<file path="src/rtl/floo_nw_split.sv">
`default_nettype none
// ============================================================================
// Module      : floo_nw_split
// Description : Steers one AXI manager stream to a narrow or a wide chimney
//               port by address window and merges B/R back in order. Order
//               is kept by allowing outstanding transactions of a channel
//               class to target only one side at a time.
// Revision    : 1.0 - initial release
// ============================================================================

package floo_nw_split_pkg;

   typedef struct packed {
      logic [3:0]  id;
      logic [47:0] addr;
      logic [7:0]  len;
      logic [5:0]  atop;
   } aw_chan_t;

   typedef struct packed {
      logic [31:0] data;
      logic        last;
   } w_chan_t;

   typedef struct packed {
      logic [3:0] id;
      logic [1:0] resp;
   } b_chan_t;

   typedef struct packed {
      logic [3:0]  id;
      logic [47:0] addr;
      logic [7:0]  len;
   } ar_chan_t;

   typedef struct packed {
      logic [3:0]  id;
      logic [31:0] data;
      logic [1:0]  resp;
      logic        last;
   } r_chan_t;

   typedef struct packed {
      aw_chan_t aw;
      logic     aw_valid;
      w_chan_t  w;
      logic     w_valid;
      logic     b_ready;
      ar_chan_t ar;
      logic     ar_valid;
      logic     r_ready;
   } axi_req_t;

   typedef struct packed {
      logic    aw_ready;
      logic    ar_ready;
      logic    w_ready;
      logic    b_valid;
      b_chan_t b;
      logic    r_valid;
      r_chan_t r;
   } axi_rsp_t;

endpackage

module floo_nw_split #(
   parameter int unsigned           ADDR_WIDTH   = 48,
   parameter logic [ADDR_WIDTH-1:0] WIDE_START   = '0,
   parameter logic [ADDR_WIDTH-1:0] WIDE_END     = '0,
   parameter int unsigned           MAX_TXNS     = 8,
   parameter int unsigned           W_FIFO_DEPTH = 4,
   parameter type                   AXI_REQ_T    = floo_nw_split_pkg::axi_req_t,
   parameter type                   AXI_RSP_T    = floo_nw_split_pkg::axi_rsp_t
) (
   input  logic     clk_i,
   input  logic     rst_i,
   input  AXI_REQ_T slv_req_i,
   output AXI_RSP_T slv_rsp_o,
   output AXI_REQ_T narrow_req_o,
   input  AXI_RSP_T narrow_rsp_i,
   output AXI_REQ_T wide_req_o,
   input  AXI_RSP_T wide_rsp_i
);

   localparam int unsigned c_cnt_w  = $clog2(MAX_TXNS + 1);
   localparam int unsigned c_fcnt_w = $clog2(W_FIFO_DEPTH + 1);
   localparam int unsigned c_ptr_w  = (W_FIFO_DEPTH > 1) ? $clog2(W_FIFO_DEPTH) : 1;

   localparam logic [c_cnt_w-1:0]  c_max_txns   = c_cnt_w'(MAX_TXNS);
   localparam logic [c_fcnt_w-1:0] c_fifo_depth = c_fcnt_w'(W_FIFO_DEPTH);
   localparam logic [c_ptr_w-1:0]  c_ptr_last   = c_ptr_w'(W_FIFO_DEPTH - 1);
   localparam logic                c_narrow     = 1'b0;
   localparam logic                c_wide       = 1'b1;

   // State
   logic [c_cnt_w-1:0]      r_w_cnt, r_r_cnt;
   logic                    r_w_dir, r_r_dir;
   logic [W_FIFO_DEPTH-1:0] r_fifo_mem;
   logic [c_ptr_w-1:0]      r_fifo_wr, r_fifo_rd;
   logic [c_fcnt_w-1:0]     r_fifo_cnt;

   // Decode and handshake wires
   logic [ADDR_WIDTH-1:0] w_aw_addr, w_ar_addr;
   logic w_aw_tgt, w_ar_tgt, w_aw_atop_rd;
   logic w_aw_stall, w_ar_stall;
   logic w_aw_ready, w_ar_ready, w_w_ready;
   logic w_fifo_empty, w_fifo_full, w_w_head;
   logic w_b_valid, w_r_valid, w_r_last;
   logic w_aw_hs, w_ar_hs, w_w_pop, w_b_hs, w_r_done;
   logic w_r_inc;

   assign w_aw_addr    = slv_req_i.aw.addr[ADDR_WIDTH-1:0];
   assign w_ar_addr    = slv_req_i.ar.addr[ADDR_WIDTH-1:0];
   assign w_aw_atop_rd = slv_req_i.aw.atop[5];

   // Atomics always go narrow so their read response stays on one side.
   assign w_aw_tgt = (w_aw_addr >= WIDE_START) && (w_aw_addr < WIDE_END)
                     && (slv_req_i.aw.atop == '0);
   assign w_ar_tgt = (w_ar_addr >= WIDE_START) && (w_ar_addr < WIDE_END);

   assign w_fifo_empty = (r_fifo_cnt == '0);
   assign w_fifo_full  = (r_fifo_cnt == c_fifo_depth);
   assign w_w_head     = r_fifo_mem[r_fifo_rd];

   assign w_aw_stall = (r_w_cnt == c_max_txns) || w_fifo_full
                       || ((w_aw_tgt != r_w_dir) && (r_w_cnt != '0))
                       || (w_aw_atop_rd && ((r_r_cnt == c_max_txns)
                           || ((r_r_dir == c_wide) && (r_r_cnt != '0))));

   // An ATOP with a read response also claims the read counter; holding AR
   // off in that cycle keeps the read counter to a single increment and lets
   // the ATOP set the read direction unambiguously.
   assign w_ar_stall = (r_r_cnt == c_max_txns)
                       || ((w_ar_tgt != r_r_dir) && (r_r_cnt != '0))
                       || (slv_req_i.aw_valid && w_aw_atop_rd);

   assign w_aw_ready = !w_aw_stall
                       && ((w_aw_tgt == c_wide) ? wide_rsp_i.aw_ready : narrow_rsp_i.aw_ready);
   assign w_ar_ready = !w_ar_stall
                       && ((w_ar_tgt == c_wide) ? wide_rsp_i.ar_ready : narrow_rsp_i.ar_ready);
   assign w_w_ready  = !w_fifo_empty
                       && ((w_w_head == c_wide) ? wide_rsp_i.w_ready : narrow_rsp_i.w_ready);

   assign w_b_valid = (r_w_dir == c_wide) ? wide_rsp_i.b_valid : narrow_rsp_i.b_valid;
   assign w_r_valid = (r_r_dir == c_wide) ? wide_rsp_i.r_valid : narrow_rsp_i.r_valid;
   assign w_r_last  = (r_r_dir == c_wide) ? wide_rsp_i.r.last  : narrow_rsp_i.r.last;

   assign w_aw_hs  = slv_req_i.aw_valid && w_aw_ready;
   assign w_ar_hs  = slv_req_i.ar_valid && w_ar_ready;
   assign w_w_pop  = slv_req_i.w_valid && w_w_ready && slv_req_i.w.last;
   assign w_b_hs   = w_b_valid && slv_req_i.b_ready;
   assign w_r_done = w_r_valid && slv_req_i.r_ready && w_r_last;
   assign w_r_inc  = w_ar_hs || (w_aw_hs && w_aw_atop_rd);

   // Request steering and response merging
   always_comb begin
      narrow_req_o = slv_req_i;
      wide_req_o   = slv_req_i;
      slv_rsp_o    = '0;

      narrow_req_o.aw_valid = slv_req_i.aw_valid && !w_aw_stall && (w_aw_tgt == c_narrow);
      wide_req_o.aw_valid   = slv_req_i.aw_valid && !w_aw_stall && (w_aw_tgt == c_wide);
      narrow_req_o.ar_valid = slv_req_i.ar_valid && !w_ar_stall && (w_ar_tgt == c_narrow);
      wide_req_o.ar_valid   = slv_req_i.ar_valid && !w_ar_stall && (w_ar_tgt == c_wide);
      narrow_req_o.w_valid  = slv_req_i.w_valid && !w_fifo_empty && (w_w_head == c_narrow);
      wide_req_o.w_valid    = slv_req_i.w_valid && !w_fifo_empty && (w_w_head == c_wide);
      narrow_req_o.b_ready  = slv_req_i.b_ready && (r_w_dir == c_narrow);
      wide_req_o.b_ready    = slv_req_i.b_ready && (r_w_dir == c_wide);
      narrow_req_o.r_ready  = slv_req_i.r_ready && (r_r_dir == c_narrow);
      wide_req_o.r_ready    = slv_req_i.r_ready && (r_r_dir == c_wide);

      slv_rsp_o.aw_ready = w_aw_ready;
      slv_rsp_o.ar_ready = w_ar_ready;
      slv_rsp_o.w_ready  = w_w_ready;
      slv_rsp_o.b_valid  = w_b_valid;
      slv_rsp_o.b        = (r_w_dir == c_wide) ? wide_rsp_i.b : narrow_rsp_i.b;
      slv_rsp_o.r_valid  = w_r_valid;
      slv_rsp_o.r        = (r_r_dir == c_wide) ? wide_rsp_i.r : narrow_rsp_i.r;
   end

   // AW-decision FIFO: one target bit per accepted AW, popped on the last W beat
   always_ff @(posedge clk_i) begin
      if (rst_i) begin
         r_fifo_mem <= '0;
         r_fifo_wr  <= '0;
         r_fifo_rd  <= '0;
         r_fifo_cnt <= '0;
      end else begin
         if (w_aw_hs) begin
            r_fifo_mem[r_fifo_wr] <= w_aw_tgt;
            r_fifo_wr <= (r_fifo_wr == c_ptr_last) ? '0 : r_fifo_wr + 1'b1;
         end
         if (w_w_pop) begin
            r_fifo_rd <= (r_fifo_rd == c_ptr_last) ? '0 : r_fifo_rd + 1'b1;
         end
         case ({w_aw_hs, w_w_pop})
            2'b10:   r_fifo_cnt <= r_fifo_cnt + 1'b1;
            2'b01:   r_fifo_cnt <= r_fifo_cnt - 1'b1;
            default: r_fifo_cnt <= r_fifo_cnt;
         endcase
      end
   end

   // Outstanding-write counter and write direction; decrement saturates at 0
   always_ff @(posedge clk_i) begin
      if (rst_i) begin
         r_w_cnt <= '0;
         r_w_dir <= c_narrow;
      end else begin
         if (w_aw_hs) begin
            r_w_dir <= w_aw_tgt;
         end
         case ({w_aw_hs, w_b_hs})
            2'b10:   r_w_cnt <= r_w_cnt + 1'b1;
            2'b01:   r_w_cnt <= (r_w_cnt == '0) ? '0 : r_w_cnt - 1'b1;
            default: r_w_cnt <= r_w_cnt;
         endcase
      end
   end

   // Outstanding-read counter and read direction; ATOPs count as narrow reads
   always_ff @(posedge clk_i) begin
      if (rst_i) begin
         r_r_cnt <= '0;
         r_r_dir <= c_narrow;
      end else begin
         if (w_ar_hs) begin
            r_r_dir <= w_ar_tgt;
         end else if (w_aw_hs && w_aw_atop_rd) begin
            r_r_dir <= c_narrow;
         end
         case ({w_r_inc, w_r_done})
            2'b10:   r_r_cnt <= r_r_cnt + 1'b1;
            2'b01:   r_r_cnt <= (r_r_cnt == '0) ? '0 : r_r_cnt - 1'b1;
            default: r_r_cnt <= r_r_cnt;
         endcase
      end
   end

   // A response with nothing outstanding is a protocol error upstream/downstream.
   a_b_underflow: assert property (@(posedge clk_i) disable iff (rst_i)
      !(w_b_hs && (r_w_cnt == '0)));
   a_r_underflow: assert property (@(posedge clk_i) disable iff (rst_i)
      !(w_r_done && (r_r_cnt == '0)));

endmodule

`default_nettype wire

</file>
<file path="config.mk">
export PLATFORM = sky130hd
export DESIGN_NAME = floo_nw_split
export DESIGN_NICKNAME = d
export VERILOG_FILES = /design/src/rtl/floo_nw_split.sv
export SDC_FILE = /design/constraint.sdc
export NUM_CORES = 1
export LEC_CHECK = 0
export ABC_CLOCK_PERIOD_IN_PS = 3400
export BUFFER_PORTS_ARGS = -buffer_cell sky130_fd_sc_hd__buf_2
export CORE_AREA = 2 2 247 249
export CTS_CLUSTER_DIAMETER = 60
export DETAILED_ROUTE_END_ITERATION = 8
export DIE_AREA = 0 0 249 251
export GPL_TIMING_DRIVEN = 1
export RECOVER_POWER = 100
export SKIP_CTS_REPAIR_TIMING = 1
export SLEW_MARGIN = 25
export SYNTH_ARGS = -nofsm -noshare
export SYNTH_HDL_FRONTEND = slang
export SYNTH_SLANG_ARGS = --single-unit
</file>
<file path="constraint.sdc">
create_clock -name clk_i -period 3.4 [get_ports clk_i]
set_clock_uncertainty 0.05 [all_clocks]
set_input_delay 0.17 -clock clk_i [delete_from_list [all_inputs] [get_ports clk_i]]
set_output_delay 0.17 -clock clk_i [all_outputs]
set_load 0.1 [all_outputs]
</file>
==> key figures <==
Cells and area
  • Proportion of layout cells with a drive suffix above 1: 11.96%
  • Filler cells: 7092
  • Area Growth Syn to Fin: -40.26%
  • Non-Filler Instances: 967
  • Most used cells in the layout excluding fill and tap cells: 19 x sky130_fd_sc_hd__dfxtp_1, 17 x sky130_fd_sc_hd__clkbuf_1, 15 x sky130_fd_sc_hd__nor2_1, 15 x sky130_fd_sc_hd__buf_2, 13 x sky130_fd_sc_hd__inv_1
  • Nets: 464
  • Most common library cell in the layout ignoring fill and taps: sky130_fd_sc_hd__dfxtp_1
  • Post-route standard cell area excluding fillers: 2434 um^2

Routing
  • Vias post-DR: 1623
  • Routed Antenna Nets: 0
  • DRC violation total after the first TritonRoute iteration: 79
  • Count of TritonRoute iterations in the first routing pass: 4
  • Final Routed Wirelength: about 11000 um
  • Number of remaining DRC errors: 0
  • Drt via density: approximately 1.7
  • Routed wirelength normalized by instance count: 11.34 um

CTS
  • Clock root buffer master: sky130_fd_sc_hd__clkbuf_16
  • TritonCTS Sinks: 19
  • Clk Latency, worst-skew pair: 0.25 ns
  • H-Tree Depth: 1
  • Reg clk slew, reported paths: about 0.050 ns
  • CTS tree: yes
  • Number of buffers created by CTS: 3
  • Clock tree buffer depth: 2

Logic synthesis
  • Post-synthesis instance area: 4074 um^2
  • Syn. warnings: 0
  • Dominant cell type by area after synthesis: sky130_fd_sc_hd__buf_4
  • Post-synthesis sequential element count: 19
  • Sequential cell area fraction in the yosys report: 9.337%
  • Post-synth EDFFs: 0
  • Fraction of post-synthesis cell area in the top cell type by area: a little under 70%
  • Unique masters post-synth: 41
  • Most frequently used flop master after synthesis: sky130_fd_sc_hd__dfxtp_1
  • Most area-consuming cells after synthesis: sky130_fd_sc_hd__buf_4 69%, sky130_fd_sc_hd__dfxtp_1 9.3%, sky130_fd_sc_hd__ha_1 3.7%, sky130_fd_sc_hd__a21oi_1 1.5%, sky130_fd_sc_hd__nor2_1 1.4%
  • Cell count after synthesis: 524
  • Mean post-synth cell area: 7.775 um^2
  • FFs w/ async S/R, synth: 0%

STA
  • Fmax: 0.3321 GHz
  • Final-layout setup total negative slack: 0 ns
  • Hold Vio Cnt, Final: 0
  • Slew @ Worst Pin: 1.276 ns
  • Final setup margin: 0.3885 ns
  • Number of pins with negative max-slew slack in the final report: 0
  • Final Setup Violations: 0
  • Remaining max-slew budget at the tightest pin: between 10% and 20%
  • Final period util: 88.57%
  • Time the worst path needs with I/O delays and setup: roughly 3 ns
  • Setup repair after global routing missed its margin: no

Setup path
  • Required time of the worst setup path: 3.53 ns
  • Crit. End Element: flop
  • CP arrival: 3.14 ns
  • Path type of the worst setup path: flop to flop
  • Kind of start point of the critical path: flop
  • Source of the critical timing path: r_fifo_rd[0]$_SDFFE_PP0P_
  • Launch instance of the worst register-to-register path: r_fifo_rd[0]$_SDFFE_PP0P_
  • Maximum fanout along the worst path: 4

Floorplan
  • Initial core utilization: 6.813%
  • Die area: ~62000 um^2
  • I/O pins: 644
  • Die Y: 251 um
  • Core box area: 59790 um^2
  • Die width: 249 um
  • Number of rows created at floorplan: 90

GRT
  • Tot GR Track Use: 3.222%
  • Antenna violations before repair: 1
  • First-pass GRT wire length: 14020 um
  • Largest net degree at the start of global routing: 18
  • Vias in the first global route: 1725
  • Grt ovf: 0

Pwr
  • Overall power after layout: 0.0007148 W
  • LEAKAGE: 0.6101 nW
  • Power per cell area: roughly 300 nW/um^2
  • Max IR drop VDD: 0.0001449 V

Placement
  • Final weighted congestion in routability-driven placement: 0.6820
  • Dpl ws: 0.5374 ns
  • Placement-stage cell area: 2400 um^2
  • Placed Cells incl. Taps: 962
  • Detailed placement HPWL: just over 9000 um
  • # port buffers: 31

Min path
  • Launch instance of the worst min-delay path: rst_i
  • Worst Hold Class: input port to flop

Outcome
  • Outcome: completed

Run
  • Max cap viols: 0
-- critical path: stages (launching register included) --
cell and delay, ns:
sky130_fd_sc_hd__dfxtp_1 0.41, sky130_fd_sc_hd__mux4_2 0.57, sky130_fd_sc_hd__mux2i_1 0.18, sky130_fd_sc_hd__nor3_1 0.41
sky130_fd_sc_hd__ha_1 0.28, sky130_fd_sc_hd__inv_1 0.06, sky130_fd_sc_hd__fa_1 0.37, sky130_fd_sc_hd__xor2_1 0.16
sky130_fd_sc_hd__or3_1 0.31, sky130_fd_sc_hd__a21oi_1 0.14
-- registers in the layout, summed over array words and instances, names as in the netlist --
signal / flops
r_fifo_wr: 2
r_fifo_mem: 4
r_r_cnt: 4
r_fifo_cnt: 3
r_fifo_rd: 2
r_w_cnt: 4
-- final cells by class --
cell class	count	area [um^2]	share of cell area [%]
multi-input cells	116	802.0	32.96
diodes	1	2.502	0.1028
flip-flops and latches	19	380.4	15.63
inverters	13	48.80	2.005
well taps	782	978.4	40.21
clock buffers	4	78.83	3.239
repair buffers	32	142.6	5.861
-- routing by layer --
metal | GRT usage (%) | part of all wire [%] | vias to the layer above
met5 | 0.8494 | 0.48 | -
met3 | 3.065 | 24 | 149
li1 | - | - | 604
met4 | 4.900 | 14 | 2
met1 | 1.675 | 19 | 554
met2 | 4.786 | 42 | 314
-- path summary, 6_finish.rpt --
kind	slack (ns)	cells past startpoint	to
setup reg to reg	0.39	9	r_fifo_cnt[2]$_SDFFE_PP0P_
hold reg to reg	0.43	1	r_fifo_mem[2]$_SDFFE_PP0P_
hold / removal	0.24	2	r_fifo_cnt[0]$_SDFFE_PP0P_
setup / recovery	0.39	9	r_fifo_cnt[2]$_SDFFE_PP0P_
-- logic make-up (layout without fill, tap and decap cells) --
family / count (synthesis) / after routing / share of synthesized area (%)
buf+inv: 392 / 49 / 70.58
flops: 19 / 19 / 9.336
fa+ha+maj: 13 / 13 / 4.177
simple gates: 55 / 55 / 7.371
other cells: 1 / 5 / 0.09205
compound gates: 38 / 38 / 6.511
mux: 4 / 4 / 1.505
xor+xnor: 2 / 2 / 0.4301
-- metrics by stage --
step                utilization [%]  hold slack, ns
detailed placement            4.013          0.2907
CTS                           4.145          0.2559
finish                        4.070          0.2432
global placement              4.013          0.2907
global route                  4.066          0.2549
floorplan                         -          0.3970
-- report_power, final --
group | internal (W) | leakage [nW] | switching (W) | total (W)
Sequential | 0.000234 | 0.154 | 0.0000153 | 0.000249
Combinational | 0.0000534 | 0.418 | 0.000172 | 0.000226
Clock | 0.000159 | 0.0382 | 0.0000804 | 0.000240
Total | 0.000447 | 0.610 | 0.000268 | 0.000715
-- cells in the mapped netlist, types with 2 or more instances --
| cell | number |
|---|---|
| sky130_fd_sc_hd__a311oi_1 | 2 |
| sky130_fd_sc_hd__a211oi_1 | 5 |
| sky130_fd_sc_hd__nor2b_1 | 5 |
| sky130_fd_sc_hd__a31oi_1 | 4 |
| sky130_fd_sc_hd__nor3_1 | 4 |
| sky130_fd_sc_hd__o31ai_1 | 2 |
| sky130_fd_sc_hd__a21oi_1 | 12 |
| sky130_fd_sc_hd__or3_1 | 3 |
| sky130_fd_sc_hd__ha_1 | 12 |
| sky130_fd_sc_hd__and2_1 | 3 |
| sky130_fd_sc_hd__and3_1 | 7 |
| sky130_fd_sc_hd__nor2_1 | 15 |
| sky130_fd_sc_hd__inv_1 | 13 |
| sky130_fd_sc_hd__clkbuf_1 | 5 |
| sky130_fd_sc_hd__o21ai_0 | 6 |
| sky130_fd_sc_hd__dfxtp_1 | 19 |
| sky130_fd_sc_hd__nand3b_1 | 2 |
| sky130_fd_sc_hd__xor2_1 | 2 |
| sky130_fd_sc_hd__nand2_1 | 8 |
| sky130_fd_sc_hd__buf_4 | 374 |
(Power assumes the default switching activity.)
